==> src/rtl/dcache_tag_lookup.sv <==
// dcache_tag_lookup: tag-lookup stage of the 4-way, 4-set data cache.
//
// Ports:
//   clk_i, rst_i (sync, active-high)
//   kill_i, stall_core_i: squash / hold from the pipeline
//   req_*: memory op presented to the stage
//   mem_req_o, mem_addr_o, mem_ack_i: line refill handshake
//   tl_*: values for the TL->cache pipeline latch
//   miss_stall_o: stall request to the core while a load miss refills
//
// Build option: DCACHE_PLRU_EN selects 3-bit tree pseudo-LRU.
// Without it, each set uses a 2-bit round-robin fill pointer.
module dcache_tag_lookup #(
  parameter int ADDR_W = 20,
  parameter int TAG_W  = 14
) (
  input  logic              clk_i,
  input  logic              rst_i,
  input  logic              kill_i,
  input  logic              stall_core_i,
  input  logic              req_valid_i,
  input  logic [ADDR_W-1:0] req_addr_i,
  input  logic              req_byte_i,
  input  logic              req_store_i,
  output logic              mem_req_o,
  output logic [ADDR_W-5:0] mem_addr_o,
  input  logic              mem_ack_i,
  output logic [ADDR_W-1:0] tl_addr_o,
  output logic              tl_rqst_byte_o,
  output logic [1:0]        tl_hit_way_o,
  output logic [1:0]        tl_lru_way_o,
  output logic              tl_miss_o,
  output logic              miss_stall_o
);

  typedef enum logic [1:0] {IDLE, REQ, DONE} state_t;

`ifdef DCACHE_PLRU_EN
  localparam int RW = 3;
`else
  localparam int RW = 2;
`endif

  state_t            state, state_nxt;
  logic              killed, killed_nxt;
  logic [TAG_W-1:0]  tags  [4][4];
  logic [3:0]        valid [4];
  logic [RW-1:0]     repl  [4];
  logic [ADDR_W-1:0] cap_addr;
  logic              cap_byte;
  logic [1:0]        cap_way;

  logic [1:0]        idx, cap_idx;
  logic [TAG_W-1:0]  tag;
  logic              hit;
  logic [1:0]        hit_way;
  logic [1:0]        victim;
  logic              cap_en;
  logic              fill;

  assign idx     = req_addr_i[5:4];
  assign cap_idx = cap_addr[5:4];
  assign tag     = req_addr_i[ADDR_W-1:6];

`ifdef DCACHE_PLRU_EN
  logic hit_upd;

  // b0 picks the half (1 -> ways 2/3), b1/b2 pick inside it
  function automatic logic [1:0] victim_of(input logic [2:0] r);
    return r[0] ? {1'b1, r[2]} : {1'b0, r[1]};
  endfunction

  // point the tree away from way w
  function automatic logic [2:0] touch(input logic [2:0] r,
                                       input logic [1:0] w);
    return w[1] ? {~w[0], r[1], 1'b0} : {r[2], ~w[0], 1'b1};
  endfunction
`else
  function automatic logic [1:0] victim_of(input logic [1:0] r);
    return r;
  endfunction
`endif

  assign victim = victim_of(repl[idx]);

  // scan high to low so the lowest matching way wins
  always_comb begin
    hit     = 1'b0;
    hit_way = 2'd0;
    for (int w = 3; w >= 0; w--) begin
      if (req_valid_i && valid[idx][w] && tags[idx][w] == tag) begin
        hit     = 1'b1;
        hit_way = 2'(w);
      end
    end
  end

  always_comb begin
    state_nxt      = state;
    killed_nxt     = killed;
    cap_en         = 1'b0;
    fill           = 1'b0;
`ifdef DCACHE_PLRU_EN
    hit_upd        = 1'b0;
`endif
    mem_req_o      = 1'b0;
    miss_stall_o   = 1'b0;
    tl_miss_o      = 1'b0;
    tl_addr_o      = req_addr_i;
    tl_rqst_byte_o = req_byte_i;
    tl_hit_way_o   = hit_way;
    tl_lru_way_o   = victim;
    unique case (state)
      IDLE: begin
        // store miss is write-around: flag it, no allocation
        tl_miss_o = req_valid_i & ~hit & req_store_i;
`ifdef DCACHE_PLRU_EN
        hit_upd   = hit & ~stall_core_i;
`endif
        if (req_valid_i && !hit && !req_store_i && !kill_i) begin
          miss_stall_o = 1'b1;
          cap_en       = 1'b1;
          state_nxt    = REQ;
        end
      end
      REQ: begin
        mem_req_o    = 1'b1;
        miss_stall_o = 1'b1;
        tl_hit_way_o = 2'd0;
        tl_lru_way_o = cap_way;
        killed_nxt   = killed | kill_i;
        // a kill never aborts the refill, it only skips DONE
        if (mem_ack_i) begin
          fill       = 1'b1;
          killed_nxt = 1'b0;
          state_nxt  = (killed | kill_i) ? IDLE : DONE;
        end
      end
      DONE: begin
        tl_miss_o      = 1'b1;
        tl_addr_o      = cap_addr;
        tl_rqst_byte_o = cap_byte;
        tl_hit_way_o   = cap_way;
        tl_lru_way_o   = cap_way;
        if (!stall_core_i || kill_i) state_nxt = IDLE;
      end
      default: state_nxt = IDLE;
    endcase
  end

  assign mem_addr_o = cap_addr[ADDR_W-1:4];

  always_ff @(posedge clk_i) begin
    if (rst_i) begin
      state    <= IDLE;
      killed   <= 1'b0;
      cap_addr <= '0;
      cap_byte <= 1'b0;
      cap_way  <= 2'd0;
      for (int s = 0; s < 4; s++) begin
        valid[s] <= 4'd0;
        repl[s]  <= '0;
      end
    end else begin
      state  <= state_nxt;
      killed <= killed_nxt;
      if (cap_en) begin
        cap_addr <= req_addr_i;
        cap_byte <= req_byte_i;
        cap_way  <= victim;
      end
      if (fill) begin
        valid[cap_idx][cap_way] <= 1'b1;
`ifdef DCACHE_PLRU_EN
        repl[cap_idx] <= touch(repl[cap_idx], cap_way);
      end else if (hit_upd) begin
        repl[idx] <= touch(repl[idx], hit_way);
`else
        repl[cap_idx] <= repl[cap_idx] + 2'd1;
`endif
      end
    end
  end

  // tag storage needs no reset; valid bits guard it
  always_ff @(posedge clk_i) begin
    if (!rst_i && fill) tags[cap_idx][cap_way] <= cap_addr[ADDR_W-1:6];
  end

endmodule

==> config.mk <==
export PLATFORM = sky130hd
export DESIGN_NAME = dcache_tag_lookup
export DESIGN_NICKNAME = d
export VERILOG_FILES = /design/src/rtl/dcache_tag_lookup.sv
export SDC_FILE = /design/constraint.sdc
export NUM_CORES = 1
export LEC_CHECK = 0
export CAP_MARGIN = 15
export CELL_PAD_IN_SITES_DETAIL_PLACEMENT = 1
export CELL_PAD_IN_SITES_GLOBAL_PLACEMENT = 2
export CORE_MARGIN = 4
export CORE_UTILIZATION = 44
export DETAILED_ROUTE_END_ITERATION = 7
export GPL_ROUTABILITY_DRIVEN = 0
export GPL_TIMING_DRIVEN = 0
export PLACE_DENSITY_LB_ADDON = 0.1
export SLEW_MARGIN = 20
export SYNTH_ARGS = -nofsm -noshare
export SYNTH_HDL_FRONTEND = slang
export SYNTH_SLANG_ARGS = --single-unit
==> constraint.sdc <==
create_clock -name clk_i -period 4.7 [get_ports clk_i]
set_input_delay 0.94 -clock clk_i [delete_from_list [all_inputs] [get_ports clk_i]]
set_output_delay 0.94 -clock clk_i [all_outputs]
set_load 0.05 [all_outputs]
[Word level (Yosys, flattened, before mapping)]
Memories as Yosys holds them, arrays and structs flattened. A register that Yosys moved wholly into a read port is not among the register bits.
Cells that the tools add are included.
Word-level totals
  register bits after elaboration: 26
  memory bits (writable): 248
  input bits: 28
  output and inout bits: 44
  logic and storage cells: 97
  memories: 3
Memories
  tags: words 4, width 56, read ports 1, clocked after Yosys merged registers in 0, wr ports 1, RTL line 46  | logic [TAG_W-1:0] tags [4][4];
  valid: words 4, width 4, read ports 1, clocked after Yosys merged registers in 0, wr ports 4, RTL line 47  | logic [3:0] valid [4];
  repl: words 4, width 2, read ports 2, clocked after Yosys merged registers in 1, wr ports 4, RTL line 48  | logic [RW-1:0] repl [4];
Cells by class
  add/sub/neg operators: 1
  $lt $le $gt $ge: 4
  eq/ne operators: 9
  mux-type cells: 45
  bitwise gates (word level): 5
  reduce and logical (&&, ||, !) cells: 25
Operator list (count)
  $eq 14x14->1: 4
  $mux 56: 1
  $demux 14 s2: 1
  $mux 2: 14
  $mux 20: 1
  $mux 1: 19
  $logic_and 1x1->1: 14
  $mux 14: 1
  $mux 4: 3
  $ne 2x2->1 const B: 3
  $pmux 2 s3: 1
  $logic_not 1->1: 5
  $pmux 1 s2: 2
  $pmux 2 s2: 1
  $reduce_or 2->1: 2
  $reduce_or 4->1: 1
  $ge 3x3->1 const B: 1
  $lt 2x3->1 const B: 1
  $lt 3x1->1 const B: 1
  $not 2->3: 1
  $reduce_and 3->1: 1
  $add 2x1->2 const B: 1
  $and 1x1->1: 2
  $demux 1 s2: 1
  7 further kinds: 7

[Logic depth before layout (Yosys ltp)]
Gate-level depths: netlist (run 1).
An unclocked memory read counts as a cell.
  depth after elaboration: 15
  mapped depth: 13
  mapped depth without buffers: 8

[Least setup slack after synthesis (run 1)]
No wires, ideal clock.
  path kind: input to output
  start point: input req_addr_i[4]
  end point: output tl_hit_way_o[0]
  data arrival time: 4.022 ns
  required time: 3.760 ns
  setup slack: -0.262 ns
  stages: 9
  buffers on the path: 2
  cell sequence: buf_6 -> buf_12 -> mux4_2 -> xor2_1 -> nor4_2 -> o2111ai_1 -> nor4_4 -> a21oi_1 -> o31ai_1
On the way
  cells in the longest elaborated chain, start to end: 8
  elaborated cells on any way between the ends: 19
  those cells by class: 4 x eq/ne; 5 x mux; 8 x reduce/logical; 2 x memory
Ends and longest elaborated chain
  from (decl): RTL line 22  | input logic [ADDR_W-1:0] req_addr_i,
  $mem_v2 4x56 / $mem_v2 4x4 (equally long branches)
  $eq 14x14->1 / $logic_and 1x1->1 (equally long branches): RTL line 91  | if (req_valid_i && valid[idx][w] && tags[idx][w] == tag) begin
  $logic_and 1x1->1: RTL line 91
  $mux 2 (3 in series): RTL line 91
  $mux 2 *: RTL line 91
  $pmux 2 s2 *: RTL line 113  | unique case (state)
  to (decl): RTL line 30  | output logic [1:0] tl_hit_way_o,
Every way passes the cells marked *; elsewhere a longest branch is shown, timed or not.

[Final worst setup path (run 1)]
  start point: input req_addr_i[5]
  end point: output miss_stall_o
On the way
  cells in the longest elaborated chain, start to end: 13
  elaborated cells on any way between the ends: 24
  those cells by class: 4 x eq/ne; 6 x mux; 12 x reduce/logical; 2 x memory
Ends and longest elaborated chain
  $mem_v2 4x56 / $mem_v2 4x4 (equally long branches)
  $eq 14x14->1 / $logic_and 1x1->1 (equally long branches): RTL line 91
  $logic_and 1x1->1: RTL line 91
  $mux 1 (3 in series): RTL line 91
  $mux 1 *: RTL line 91
  $logic_not 1->1 *: RTL line 120  | if (req_valid_i && !hit && !req_store_i && !kill_i) begin
  $logic_and 1x1->1 * (3 in series): RTL line 120
  $mux 1 *: RTL line 120
  $pmux 1 s2 *: RTL line 113
  to (decl): RTL line 33  | output logic miss_stall_o
Marked as above.

==> results of run 1 <==
==> worst max-delay path: stages <==
cell	delay (ns)
buf_4	0.20
buf_4	0.26
buf_4	0.29
mux2i_1	0.30
o221ai_1	0.15
nor4_1	0.35
o2111ai_1	0.24
o21bai_2	0.28
nor4_4	0.07
buf_6	0.17
or2_1	0.21
buf_2	0.21
==> cell families after synthesis <==
group                      after synthesis  share of synthesized area
DFF                                    276                     0.6705
adders and majority gates                3                   0.003143
muxes                                  129                     0.1631
AOI/OAI and AO/OA                       48                    0.02693
buffers and inverters                   76                    0.03510
and+or+nand+nor                        155                    0.06380
xor gates and xnor gates                51                    0.03740
==> worst paths after layout <==
check | start | end | slack, ns | cells after the start
hold / removal | cap_addr[1]$_SDFFE_PP0P_ | cap_addr[1]$_SDFFE_PP0P_ | 0.51 | 2
setup reg to reg | state[1]$_SDFFE_PP0P_ | tags[1][29]$_DFFE_PP_ | 1.27 | 11
hold reg to reg | cap_addr[1]$_SDFFE_PP0P_ | cap_addr[1]$_SDFFE_PP0P_ | 0.51 | 2
setup / recovery | req_addr_i[5] | miss_stall_o | 0.08 | 12
==> through the flow <==
stage | total power (uW) | setup WS (ns) | cell area (sq um) | instances | util
2_1_floorplan | 3028 | 0.1550 | 11950 | 738 | -
3_3_place_gp | 3173 | -0.9962 | 12960 | 1137 | 0.4836
3_5_place_dp | 3185 | -0.9996 | 13130 | 1148 | 0.4900
4_1_cts | 5461 | -0.05035 | 14200 | 1211 | 0.5298
5_1_grt | 5600 | -0.02218 | 14210 | 1211 | 0.5304
6_report | 5421 | 0.07675 | 14210 | 1211 | 0.5304
==> layout by cell type, fill, tap and decap left out, types with 14 or more instances in the layout <==
master | synthesis | final
clkbuf_16 | 0 | 30
nor2_2 | 1 | 14
mux2_2 | 21 | 21
inv_1 | 15 | 15
xor2_1 | 24 | 24
mux2i_1 | 60 | 60
nor2_1 | 85 | 72
clkdlybuf4s50_1 | 0 | 53
xnor2_1 | 27 | 25
mux4_2 | 40 | 40
buf_4 | 20 | 36
dfxtp_1 | 28 | 28
nand2_1 | 16 | 16
clkbuf_1 | 22 | 22
edfxtp_1 | 248 | 248
==> synth_stat cells (2+ instances only) <==
cell and count:
clkbuf_1 22, nor2b_1 5, nand2_1 16, mux4_1 8
nor4_1 4, o2111ai_1 2, nor2_1 85, dfxtp_1 28
mux2_2 21, xnor2_1 27, buf_1 4, ha_1 3
mux4_2 40, a21oi_1 11, nand4_1 4, o31ai_1 3
buf_6 4, o22ai_1 4, nand3_1 8, or2_2 3
nor3_1 9, nor4_2 2, xor2_1 24, buf_2 10
or3_1 3, nand2b_1 6, mux2i_1 60, or4_1 2
nor4_4 3, a211oi_1 3, a221oi_1 2, a31oi_1 2
edfxtp_1 248, inv_1 15, buf_4 20, o21ai_0 10
==> state kept, by name, indices dropped and copies added, names as in the netlist, named ones only <==
name and cells:
cap_addr 20, tags 224, cap_byte 1, valid 16
repl 8, state 2, killed 1, cap_way 2
==> final cells by class <==
| class | count | share of cell area |
|---|---|---|
| inverters | 15 | 0.003961 |
| clock buffers | 35 | 0.05413 |
| clock inverters | 21 | 0.01303 |
| well taps | 341 | 0.03001 |
| multi-input cells | 386 | 0.2558 |
| plain buffers | 61 | 0.02764 |
| repair buffers | 76 | 0.05211 |
| flip-flops and latches | 276 | 0.5633 |
==> per-layer routing <==
| metal | routed length [um] | vias to the layer above | track usage |
|---|---|---|---|
| met5 | 0 | - | 0 |
| met4 | 812 | 0 | 0.05720 |
| met3 | 1496 | 50 | 0.02755 |
| met2 | 16180 | 201 | 0.3727 |
| met1 | 13910 | 3633 | 0.2934 |
| li1 | - | 3029 | - |
==> power groups by stage <==
stage	combinational (uW)	sequential, uW	clock [uW]
after global placement	411	2760	0
after CTS	429	2710	2320
after global routing	451	2720	2430
final	426	2710	2280
after floorplan	282	2750	0
after detailed placement	419	2770	0
==> timing repair <==
item | CTS | global route
pin swaps | 6 | 1
buffers inserted | 7 | 0
gates resized for setup | 36 | 17
hold buffers | 0 | 0
endpoints found under the setup margin | 4 | 4
==> impl_metrics.env, run 1 <==
export IMPL_routed_wl_um=32390
export IMPL_peakVddDrop_v=0.0004493
export IMPL_vias_per_cell=5.709
export IMPL_synth_area_top_cells="edfxtp_1, mux4_2, mux2i_1"
export IMPL_finalCritPeriodShare=0.9837
export IMPL_htreeDepth=1
export IMPL_yosysWarnings=0
export IMPL_core_area_sq_um=26800
export IMPL_setup_viol=0
export IMPL_synth_edf_count=248
export IMPL_synth_seq_cells=276
export IMPL_p_leak_uw=0.004767
export IMPL_drt_first_pass_iters=5
export IMPL_multi_input_area_sq_um=3636
export IMPL_cts_tree="built"
export IMPL_grtUsageTotal=0.2161
export IMPL_clk_latency_ns=0.55
export IMPL_fin_nets=877
export IMPL_antenna_found_initial=0
export IMPL_critPathMaxFanout=10
export IMPL_num_vias=6913
export IMPL_overflow=0
export IMPL_whs_ns=0.5116
export IMPL_rows=60
export IMPL_intPower_uw=4175
export IMPL_synthArstFlopShare=0
export IMPL_clockRootBuffer="clkbuf_16"
export IMPL_netlist_instances=738
export IMPL_drc=0
export IMPL_dp_hpwl_um=22170
export IMPL_hold_violations=0
export IMPL_switchingPower_uw=1246
export IMPL_drtIter0Drc=480
export IMPL_yosysTopAreaCell="edfxtp_1"
export IMPL_arrival_ns=3.68
export IMPL_ios=72
export IMPL_slew_limit_headroom=0.3619
export IMPL_wl_per_cell_um=26.75
export IMPL_switching_share=0.2299
export IMPL_required_ns=3.76
export IMPL_io_buffers=58
export IMPL_fin_setup_tns_ns=0
export IMPL_final_layout_size_suffix_gt1_frac=0.2299
export IMPL_synthesis_nets=769
export IMPL_pwr_share_clk=0.421
export IMPL_cp_start_kind="input pin"
export IMPL_power_frac_comb=0.079
export IMPL_grt_max_degree=20
export IMPL_ant_nets=0
export IMPL_crit_type="in2out"
export IMPL_register_area_sq_um=8008
export IMPL_end_kind="output port"
export IMPL_fp_dieArea_sq_um=29840
export IMPL_final_max_slew_viol_count=0
export IMPL_fmax_ghz=0.2163
export IMPL_n_antenna_cell=0
export IMPL_tightest_slew_ns=0.9558
export IMPL_cts_path_max_buffers=3
export IMPL_rsz0062_at_grt="yes"
export IMPL_ys_seq_area_frac=0.6705
export IMPL_fin_crit_ns=4.623
export IMPL_netlist_area_sq_um=11940
export IMPL_grt_pass1_vias=7586
export IMPL_clock_sinks=276
export IMPL_nFillCells=2545
export IMPL_die_height_um=172.8
export IMPL_die_x_um=172.8
export IMPL_area_delta_synth_final_pct=19.03
export IMPL_yosysUniqueCellTypes=53
export IMPL_pwr_share_seq=0.501
export IMPL_power_density_nw_per_um2=381.4
export IMPL_avgSynthCellArea_sq_um=16.18
export IMPL_yosys_area_top_type_share=0.6236
export IMPL_drv_cap=0
export IMPL_fin_skew_ns=0.008377
export IMPL_synthFlopType="edfxtp_1"
export IMPL_numCtsBuffers=30
export IMPL_worstHoldPathType="reg2reg"
export IMPL_status="finished, final reports clean"
export IMPL_clkTransAtPathRegs_ns=0.05
export IMPL_start_util=0.4456
export IMPL_grt_pass1_wl_um=48760
(Power assumes the default switching activity.)
==> run 2: changes to the inputs <==
--- a/config.mk
+++ b/config.mk
@@ -6,10 +6,9 @@
 export NUM_CORES = 1
 export LEC_CHECK = 0
 export CAP_MARGIN = 15
-export CELL_PAD_IN_SITES_DETAIL_PLACEMENT = 1
-export CELL_PAD_IN_SITES_GLOBAL_PLACEMENT = 2
-export CORE_MARGIN = 4
-export CORE_UTILIZATION = 44
+export CELL_PAD_IN_SITES_DETAIL_PLACEMENT = 0
+export CELL_PAD_IN_SITES_GLOBAL_PLACEMENT = 1
+export CORE_UTILIZATION = 45
 export DETAILED_ROUTE_END_ITERATION = 7
 export GPL_ROUTABILITY_DRIVEN = 0
 export GPL_TIMING_DRIVEN = 0
==> run 2 against run 1 <==
  * Routed wire length is 7.9% lower
  * Fmax down 0.11%
  * Combinational power shrank 1%
  * Critical endpoint is now tl_hit_way_o[0]
  * Register-to-register slack better by 0.07 ns
  * Sequential cell count unchanged
  * Utilization rose by 1.3 points
  * Sequential power about the same
  * Power shrank 2.2%
  * Worst setup slack lost 0.0051 ns
  * Critical path type unchanged
==> impl_metrics.env, run 2 (synthesis results as in run 1) <==
export IMPL_clockRootBuffer="clkbuf_16"
export IMPL_reg2reg_depth=9
export IMPL_wl_met2_um=14560
export IMPL_n_antenna_cell=0
export IMPL_path_delay_family="buffers and inverters"
export IMPL_numCtsBuffers=29
export IMPL_whs_ns=0.4907
export IMPL_worst_slack_ns=0.07160
export IMPL_path_buf_inv=5
export IMPL_die_height_um=164.9
export IMPL_antenna_found_initial=0
export IMPL_top_layer="met4"
export IMPL_routed_wl_um=29830
export IMPL_rsz0062_at_grt="no"
export IMPL_finalCritPeriodShare=0.9848
export IMPL_clock_sinks=276
export IMPL_setup_viol=0
export IMPL_m1WireLength_um=13270
export IMPL_io_buffers=58
export IMPL_final_max_slew_viol_count=0
export IMPL_slew_limit_headroom=0.4105
export IMPL_hold_buffers=0
export IMPL_start_util=0.4583
export IMPL_fin_nets=879
export IMPL_cp_start_kind="input pin"
export IMPL_area_delta_synth_final_pct=18.62
export IMPL_largest_register_ffs=224
export IMPL_preCtsSetupSlack_ns=-0.9667
export IMPL_crit_type="in2out"
export IMPL_dp_hpwl_um=20190
export IMPL_grt_max_degree=20
export IMPL_cpPeakStageDelay_ns=0.59
export IMPL_grtUsageTotal=0.2268
export IMPL_vias_per_cell=5.609
export IMPL_drtIter0Drc=533
export IMPL_min_path_cells=2
export IMPL_end_kind="output port"
export IMPL_grt_pass1_vias=6820
export IMPL_drv_cap=0
export IMPL_fin_crit_ns=4.628
export IMPL_drc=0
export IMPL_tightest_slew_ns=0.8832
export IMPL_layout_commonest_cell="edfxtp_1"
export IMPL_htreeDepth=1
export IMPL_worstHoldPathType="reg2reg"
export IMPL_required_ns=3.76
export IMPL_final_cell_mix="edfxtp_1, nor2_1, mux2i_1"
export IMPL_cts_path_max_buffers=3
export IMPL_rows=59
export IMPL_arrival_ns=3.69
export IMPL_top_regs="tags: 224 flops, cap_addr: 20 flops, valid: 16 flops"
export IMPL_fin_skew_ns=0.01368
export IMPL_hold_path_end="cap_addr[3]$_SDFFE_PP0P_"
export IMPL_rr_startpoint="state[1]$_SDFFE_PP0P_"
export IMPL_clkTransAtPathRegs_ns=0.06
export IMPL_critPathMaxFanout=10
export IMPL_hp_start="cap_addr[3]$_SDFFE_PP0P_"
export IMPL_power_density_nw_per_um2=374.3
export IMPL_peakVddDrop_v=0.0002324
export IMPL_fmax_ghz=0.2161
export IMPL_wl_met3_um=1484
export IMPL_ant_nets=0
export IMPL_grt_pass1_wl_um=43580
export IMPL_cts_tree="built"
export IMPL_ios=72
export IMPL_status="finished, final reports clean"
export IMPL_p_leak_uw=0.004763
export IMPL_slowest_stage="or4_1"
export IMPL_hold_violations=0
export IMPL_fp_dieArea_sq_um=27200
export IMPL_reg2reg_to="tags[2][11]$_DFFE_PP_"
export IMPL_drt_first_pass_iters=5
export IMPL_nFillCells=2090
export IMPL_final_layout_size_suffix_gt1_frac=0.2250
export IMPL_die_x_um=164.9
export IMPL_wl_per_cell_um=24.73
export IMPL_core_area_sq_um=26060
export IMPL_r2r_setup_slack_ns=1.34
export IMPL_clk_latency_ns=0.55
export IMPL_largest_register="tags"
export IMPL_cp_cell_sequence="clkdlybuf4s50_1 > clkbuf_2 > a21oi_1 > a21oi_1 > or4_1 > nor4_4 > buf_4 > buf_4 > a21oi_1 > o31ai_2 > buf_4"
export IMPL_num_vias=6764
export IMPL_overflow=0
==> run 2: how the worst max path moves through the flow <==
stage                   start         endpoint  slack [ns]  cells after the start
6_report       req_addr_i[14]  tl_hit_way_o[0]        0.07                     11
5_1_grt        req_addr_i[14]     miss_stall_o       0.005                     11
4_1_cts         req_addr_i[4]        tl_miss_o       -0.05                     11
3_5_place_dp    req_addr_i[5]     miss_stall_o       -0.97                     12
3_3_place_gp    req_addr_i[5]     miss_stall_o       -0.99                     12
2_1_floorplan   req_addr_i[4]  tl_hit_way_o[0]        0.15                      9
==> run 2: through the flow <==
| stage | power (uW) | cell area [sq um] | setup TNS (ns) | std cells | utilization |
|---|---|---|---|---|---|
| after global routing | 5443 | 14170 | 0 | 1206 | 0.5436 |
| after detailed placement | 3177 | 13150 | -3.179 | 1144 | 0.5046 |
| after global placement | 3170 | 12950 | -20.51 | 1131 | 0.4970 |
| final | 5303 | 14170 | 0 | 1206 | 0.5436 |
| after CTS | 5328 | 14120 | -0.1028 | 1205 | 0.5420 |
| after floorplan | 3028 | 11950 | 0 | 738 | - |
==> run 2: area by class of cell <==
type	instances	area [sq um]	area share
flip-flops and latches	276	8008	0.5653
clock inverters	16	125.1	0.008832
plain buffers	61	409.1	0.02888
clock buffers	38	769.5	0.05432
well taps	335	419.2	0.02959
inverters	15	56.30	0.003975
multi-input cells	386	3605	0.2545
repair buffers	79	774.5	0.05467
==> run 2: report_power, final <==
part | total, uW | switching [uW] | internal (uW)
Clock | 2170 | 916 | 1260
Sequential | 2710 | 33.0 | 2680
Combinational | 420 | 254 | 166
Total | 5300 | 1200 | 4100
==> run 2: per-layer routing <==
metal / global-route usage / up-vias
li1: - / 3023
met1: 0.3178 / 3497
met2: 0.3736 / 207
met3: 0.03265 / 37
met4: 0.05546 / 0
met5: 0 / -
==> run 2: timing repair <==
action | in CTS | in global routing
buffers inserted | 7 | 1
pin swaps | 4 | 3
setup endpoints to repair | 4 | 4
gates resized for setup | 31 | 17
==> run 2: worst reg2reg max path: cells and delay by family, from the launching register on <==
| family | cells | cell delay [ns] |
|---|---|---|
| compound gates | 1 | 0.27 |
| fa+ha+maj | 1 | 0.28 |
| buf+inv | 4 | 1.00 |
| simple gates | 3 | 1.19 |
| flops | 1 | 0.33 |
==> run 3: changes to the inputs <==
--- a/config.mk
+++ b/config.mk
@@ -5,7 +5,6 @@
 export SDC_FILE = /design/constraint.sdc
 export NUM_CORES = 1
 export LEC_CHECK = 0
-export CAP_MARGIN = 15
 export CELL_PAD_IN_SITES_DETAIL_PLACEMENT = 0
 export CELL_PAD_IN_SITES_GLOBAL_PLACEMENT = 1
 export CORE_UTILIZATION = 45
==> results of run 3 <==
Same layout as run 2: the final DEF is identical, and so are final timing and power.
